### src/rtl/load_store_unit.sv
// Load/store unit between a core request/response port and a 16 x 32-bit
// synchronous data memory (1-cycle read latency, write on falling edge).
// Supports word and byte loads/stores; byte loads can sign- or zero-extend.
// Misaligned word accesses return an error response without touching memory.
//
// Ports:
//   clk, reset                  clock, synchronous active-high reset
//   reqValid/reqReady           request handshake
//   reqWrite, reqByte,          request attributes (store, byte access,
//   reqSigned, reqAddr, reqData  sign-extend, byte address, store data)
//   respValid/respReady         response handshake
//   respData, respError         load result / misalignment flag
//   memAddress, memWriteEnable, data memory word index, write strobe and
//   memWriteData, memData       write word; registered read word
module load_store_unit (
  input  logic        clk,
  input  logic        reset,
  input  logic        reqValid,
  output logic        reqReady,
  input  logic        reqWrite,
  input  logic        reqByte,
  input  logic        reqSigned,
  input  logic [5:0]  reqAddr,
  input  logic [31:0] reqData,
  output logic        respValid,
  input  logic        respReady,
  output logic [31:0] respData,
  output logic        respError,
  output logic [3:0]  memAddress,
  output logic        memWriteEnable,
  output logic [31:0] memWriteData,
  input  logic [31:0] memData
);

  typedef enum logic [2:0] {
    S_IDLE,
    S_RD,
    S_CAP,
    S_WR,
    S_RESP
  } state_t;

  state_t      state, next_state;

  // Request attributes kept for the multi-cycle paths
  logic        lat_write;
  logic        lat_byte;
  logic        lat_signed;
  logic [1:0]  lat_lane;
  logic [7:0]  lat_wbyte;

  logic        accept;
  logic        misaligned;
  logic [7:0]  sel_byte;
  logic [31:0] load_value;
  logic [31:0] merged_word;

  // Next-state logic and CAP-stage datapath
  always_comb begin
    next_state  = state;
    accept      = 1'b0;
    misaligned  = 1'b0;
    sel_byte    = 8'd0;
    merged_word = memData;

    case (lat_lane)
      2'd0: begin
        sel_byte    = memData[7:0];
        merged_word = {memData[31:8], lat_wbyte};
      end
      2'd1: begin
        sel_byte    = memData[15:8];
        merged_word = {memData[31:16], lat_wbyte, memData[7:0]};
      end
      2'd2: begin
        sel_byte    = memData[23:16];
        merged_word = {memData[31:24], lat_wbyte, memData[15:0]};
      end
      default: begin
        sel_byte    = memData[31:24];
        merged_word = {lat_wbyte, memData[23:0]};
      end
    endcase

    load_value = lat_byte ? {{24{lat_signed & sel_byte[7]}}, sel_byte} : memData;

    case (state)
      S_IDLE: begin
        accept     = reqValid & reqReady;
        misaligned = !reqByte && (reqAddr[1:0] != 2'd0);
        if (accept) begin
          if (misaligned)              next_state = S_RESP;
          else if (reqWrite && !reqByte) next_state = S_WR;
          else                         next_state = S_RD;
        end
      end
      S_RD:    next_state = S_CAP;
      // Only byte stores reach CAP with a write pending
      S_CAP:   next_state = lat_write ? S_WR : S_RESP;
      S_WR:    next_state = S_RESP;
      S_RESP:  if (respReady) next_state = S_IDLE;
      default: next_state = S_IDLE;
    endcase
  end

  // State register; handshake and strobe outputs are registered decodes of
  // the next state so they change only at the rising edge
  always_ff @(posedge clk) begin
    if (reset) begin
      state          <= S_IDLE;
      reqReady       <= 1'b1;
      respValid      <= 1'b0;
      respError      <= 1'b0;
      respData       <= 32'd0;
      memAddress     <= 4'd0;
      memWriteEnable <= 1'b0;
      memWriteData   <= 32'd0;
      lat_write      <= 1'b0;
      lat_byte       <= 1'b0;
      lat_signed     <= 1'b0;
      lat_lane       <= 2'd0;
      lat_wbyte      <= 8'd0;
    end else begin
      state          <= next_state;
      reqReady       <= (next_state == S_IDLE);
      respValid      <= (next_state == S_RESP);
      memWriteEnable <= (next_state == S_WR);

      if (accept) begin
        lat_write  <= reqWrite;
        lat_byte   <= reqByte;
        lat_signed <= reqSigned;
        lat_lane   <= reqAddr[1:0];
        lat_wbyte  <= reqData[7:0];
        respData   <= 32'd0;
        respError  <= misaligned;
        if (!misaligned) begin
          memAddress <= reqAddr[5:2];
          if (reqWrite && !reqByte) memWriteData <= reqData;
        end
      end

      if (state == S_CAP) begin
        if (lat_write) memWriteData <= merged_word;
        else           respData     <= load_value;
      end
    end
  end

endmodule

### config.mk
export PLATFORM = sky130hd
export DESIGN_NAME = load_store_unit
export DESIGN_NICKNAME = d
export VERILOG_FILES = /design/src/rtl/load_store_unit.sv
export SDC_FILE = /design/constraint.sdc
export NUM_CORES = 1
export LEC_CHECK = 0
export CAP_MARGIN = 20
export CORE_ASPECT_RATIO = 0.75
export CORE_MARGIN = 1
export CORE_UTILIZATION = 50
export CTS_CLUSTER_SIZE = 40
export DETAILED_ROUTE_END_ITERATION = 6
export PLACE_DENSITY = 0.85
export SYNTH_ARGS = -nofsm -noshare
export SYNTH_HDL_FRONTEND = slang
export SYNTH_SLANG_ARGS = --single-unit
export TNS_END_PERCENT = 10
### constraint.sdc
create_clock -name clk -period 3 [get_ports clk]
set_input_delay 0.45 -clock clk [delete_from_list [all_inputs] [get_ports clk]]
set_output_delay 0.45 -clock clk [all_outputs]
set_load 0.02 [all_outputs]
======== After elaboration in Yosys (flattened, before gate mapping) ========
Cells that the tools add are included.
storage, ports and cells
  register bits after elaboration ......... 88
  input bits .............................. 77
  word-level logic and storage cells ...... 51
cells by class
  equality and inequality tests ........... 8
  multiplexer cells ....................... 19
  bitwise operators ....................... 3
  reduce and logical (&&, ||, !) cells .... 8
operators with widths
  cell                                                 number
  two-way mux 32 bit                                   9
  one-hot mux 32 bit (3 select lines)                  1
  one-hot mux 8 bit (3 select lines)                   1
  one-hot mux 3 bit (5 select lines)                   1
  two-way mux 3 bit                                    4
  equality test 3 x 2 -> 1 bit, second input constant  3
  equality test 3 bit, second input constant           2
  logical NOT 3 bit                                    2
  equality test 3 x 1 -> 1 bit, second input constant  1
  AND 1 bit                                            2
  equality test 2 x 1 -> 1 bit, second input constant  1
  equality test 2 bit, second input constant           1
  logical AND 1 bit                                    2
  logical NOT 2 bit                                    1
  two-way mux 1 bit                                    2
  two-way mux 2 bit                                    1
  AND reduction 2 bit                                  1
  nonzero test 2 bit                                   1
  logical NOT 1 bit                                    1
  NOT 1 bit                                            1

======== Longest topological paths before layout ========
  word-level depth ........................ 7
  gate-level depth with buffers ........... 6

======== Worst setup path before layout ========
OpenSTA, ideal clock, no wires.
  kind .................................... input -> register
  start point ............................. input reqAddr[1]
  end point ............................... register memWriteData[0]
  setup time .............................. 0.142 ns
  arrival time ............................ 1.536 ns
  setup slack ............................. 1.321 ns
  stages on the path ...................... 5
  path buffers ............................ 2
  cell sequence ........................... or4b_1 clkbuf_1 buf_2 o31ai_1 a311oi_1
on the way
  cells in the longest elaborated chain, start to end .. 7
RTL lines
  item                  line  RTL
  start, declared       23    input logic [5:0] reqAddr,
  nonzero test 2 bit *  90    misaligned = !reqByte && (reqAddr[1:0] != 2'd0);
  logical AND 1 bit *   90
  two-way mux 1 bit *   87    case (state)
  two-way mux 32 bit *  137   if (!misaligned) begin
  two-way mux 32 bit *  129   if (accept) begin
  two-way mux 32 bit    144   if (lat_write) memWriteData <= merged_word;
  two-way mux 32 bit *  143   if (state == S_CAP) begin
  end signal, assigned  139   if (reqWrite && !reqByte) memWriteData <= reqData;
  end signal, assigned  144
  end, declared         31    output logic [31:0] memWriteData,
Every way passes the cells marked *; elsewhere a longest branch is shown, timed or not.
A chain may end at the register's enable or synchronous reset.

======== Final worst setup path ========
  start point ............................. register state[2]
  end point ............................... register memWriteData[16]
on the way
  cells in the longest elaborated chain, start to end .. 6
  elaborated cells between the ends (all ways) .. 8
RTL lines
  item                    line  RTL
  start, declared         43    state_t state, next_state;
  start signal, assigned  124   state <= next_state;
  logical NOT 3 bit       87
  two-way mux 1 bit       87
  two-way mux 32 bit      137
  two-way mux 32 bit      129
  two-way mux 32 bit      144
  two-way mux 32 bit *    143
Marked as above.

==> impl_metrics.json <==
{
  "grtUsageTotal_pct": 32.9,
  "crit_slowest_cell": "nor4b_4",
  "worst_ep_required_time_ns": 3.24,
  "setup_violations": 0,
  "cts_tree": "done",
  "critPathBufInv": 1,
  "die_h_microns": 86.3,
  "die_w_microns": 114,
  "cp_max_fo": 41,
  "r2r_end": "memWriteData[16]",
  "power_density_mw_per_mm2": 490,
  "slowest_delay_ns": 0.78,
  "finalInstanceArea_sq_mm": 0.00651,
  "period_share_pct": 71.9,
  "ctsHoldBuffers": 0,
  "min_period_ns": 2.16,
  "ys_types": 35,
  "io_buffers": 148,
  "ir_drop_mv": 0.376,
  "drcViolationCount": 0,
  "io_pins": 149,
  "crit_family": "simple AND/OR/NAND/NOR gates",
  "start_util_pct": 51.9,
  "post_cts_buffers": 0,
  "worstSkewPairLatency_ns": 0.34,
  "place_area_sq_mm": 0.00617,
  "vias": 5146,
  "syn_nets": 602,
  "hpwl_microns": 10700,
  "overflow": 0,
  "num_rows": 30,
  "wire_per_inst_microns": 21.6,
  "layout-area-overhead-vs-synth_pct": 37.5,
  "hold_violations": 0,
  "finClkSkew_ns": 0.00624,
  "drt-total-wl_microns": 16300,
  "syn_inst": 525,
  "grt_pass1_wl_microns": 25200,
  "drt_iter0_drc": 624,
  "total_power_uw": 3190,
  "status": "complete, no violations",
  "viasPerCell": 6.82,
  "path_cells": "nor4b_4, buf_12, nand4_1, a311oi_1",
  "synthesis.area_sq_mm": 0.00474,
  "holdWs_ns": 0.480,
  "drv_slew": 0,
  "cts_root_buf": "clkbuf_16",
  "first_global_vias": 4706,
  "end_kind": "flop",
  "drive_gt1_share_pct": 9.58,
  "cts.path.max_buffers": 2,
  "ys_ff_latch": 88,
  "diodes": 0,
  "hold_path_depth": 2,
  "min_from": "lat_lane[1]",
  "worstSetupPathType": "flop to flop",
  "cts-resized-gates": 0,
  "synth.avg_cell_area_sq_um": 9.03,
  "layout_setup_ws_ns": 0.843,
  "nets": 698,
  "cap_violations": 0,
  "h-tree-depth": 3,
  "cp-start-kind": "flop",
  "relSlewSlack_pct": 38.4,
  "worst_pin_slew_ns": 0.923,
  "path_clk_slew_ns": 0.06,
  "rsz0062_at_grt": "no",
  "cts_buffers": 9,
  "place_congestion": 0.884,
  "r2r_slack_ns": 0.84,
  "antenna_found_initial": 0,
  "leakage_uw": 0.00214,
  "fmax_mhz": 464,
  "r2r_cells": 4,
  "die_area_sq_mm": 0.00987,
  "yosys_warnings": 0,
  "ant_nets": 0,
  "core_sq_mm": 0.00912,
  "dp_slack_ns": 0.622,
  "timing.rr.start": "state[2]",
  "dr.pass1.iters": 6,
  "hp-class": "flop to flop",
  "finalSetupTns_ns": 0,
  "ys_seq_area_share_pct": 37.2,
  "worstPathArrival_ns": 2.39,
  "grt_max_degree": 83,
  "n_fill_cell": 661,
  "clkSinkCount": 88,
  "whs_endpoint": "lat_lane[1]"
}
==> report_power, final <==
group | internal [uW] | switching (uW) | leakage (uW)
combinational | 299 | 414 | 0.00127
sequential | 1230 | 52.5 | 0.000714
clock | 736 | 466 | 0.000159
total | 2260 | 932 | 0.00214
==> worst max-delay path by stage <==
stage,slack [ns],cells past startpoint,startpoint,endpoint
after floorplan,1.32,5,reqAddr[1],memWriteData[0]
after global routing,0.79,4,state[2],memWriteData[11]
final,0.84,4,state[2],memWriteData[16]
after global placement,0.73,5,memData[31],respData[10]
after detailed placement,0.62,3,state[1],memWriteData[13]
after CTS,0.52,3,state[1],memWriteData[11]
==> tightest hold or removal path: stages, from the launching register on <==
cell and delay, ns:
dfxtp_1 0.31, o21ai_0 0.06, a21oi_1 0.06
==> cell usage after synthesis <==
cell type	n	area (sq um)
clkbuf_1	48	180
buf_1	4	15.0
a311oi_1	32	280
a31o_2	1	8.76
a31oi_4	1	21.3
nand4_1	36	225
and3b_1	16	140
o21a_1	8	60.1
a221oi_2	12	180
inv_1	1	3.75
buf_6	5	56.3
nand2b_1	5	31.3
a31oi_1	2	12.5
a221oi_1	21	184
mux4_2	8	180
dfxtp_1	88	1760
nand4bb_1	2	22.5
and3_1	8	50.1
buf_2	18	90.1
o21ba_2	1	10.0
nor2_1	1	3.75
or4b_1	2	20.0
nor4b_2	1	15.0
nand3b_1	2	15.0
a21oi_1	28	140
nor4b_4	1	23.8
o21bai_1	2	15.0
a211oi_1	32	240
nand3_1	16	80.1
nand2_1	35	131
a21o_1	1	7.51
nor3_1	1	5.00
o21ai_0	47	235
o31ai_1	36	270
buf_4	3	22.5
==> area by class of cell <==
class | count | area (sq um) | share of cell area (%)
multi-input combinational | 358 | 2640 | 40.5
sequential | 88 | 1760 | 27.1
timing repair buffer | 163 | 1630 | 25.0
clock buffer | 14 | 284 | 4.36
tap | 128 | 160 | 2.46
clock inverter | 2 | 35.0 | 0.538
inverter | 1 | 3.75 | 0.0576
==> state kept, by name (all words and copies together) (netlist names) <==
signal	cells
lat_byte	1
lat_lane	2
lat_signed	1
lat_wbyte	8
lat_write	1
memAddress	4
memWriteData	32
memWriteEnable	1
reqReady	1
respData	32
respError	1
respValid	1
state	3
==> cells in the final DEF, fill, tap and decap left out, types with 9 or more instances in the layout <==
| cell type | instances |
|---|---|
| clkdlybuf4s50_1 | 146 |
| dfxtp_1 | 87 |
| o21ai_0 | 47 |
| o31ai_1 | 36 |
| nand4_1 | 36 |
| nand2_1 | 35 |
| a211oi_1 | 32 |
| a311oi_1 | 32 |
| a21oi_1 | 28 |
| a221oi_1 | 21 |
| and3b_1 | 16 |
| nand3_1 | 16 |
| a221oi_2 | 12 |
| buf_4 | 12 |
| clkbuf_16 | 9 |
==> layer usage <==
layer	share of wire, %	wire length, microns	vias to the layer above	global-route usage, %
li1	-	-	2290	-
met1	41	6610	2492	42.3
met2	46	7550	322	52.5
met3	11	1740	42	10.6
met4	2.5	402	0	10.9
met5	0	0	-	0
==> per-stage QoR <==
step	util, %	cells
2_1_floorplan	-	525
3_3_place_gp	67.6	737
3_5_place_dp	67.6	737
4_1_cts	71.1	753
5_1_grt	71.4	754
6_report	71.4	754
==> cell families (layout without fill, tap and decap cells) <==
family	count (synthesis)	count (layout)	share of synthesized area, %
muxes	8	8	3.80
and+or+nand+nor	126	126	16.1
buffers and inverters	79	180	7.76
AOI/OAI and AO/OA	224	224	35.1
DFF	88	88	37.2
(Power assumes the default switching activity.)
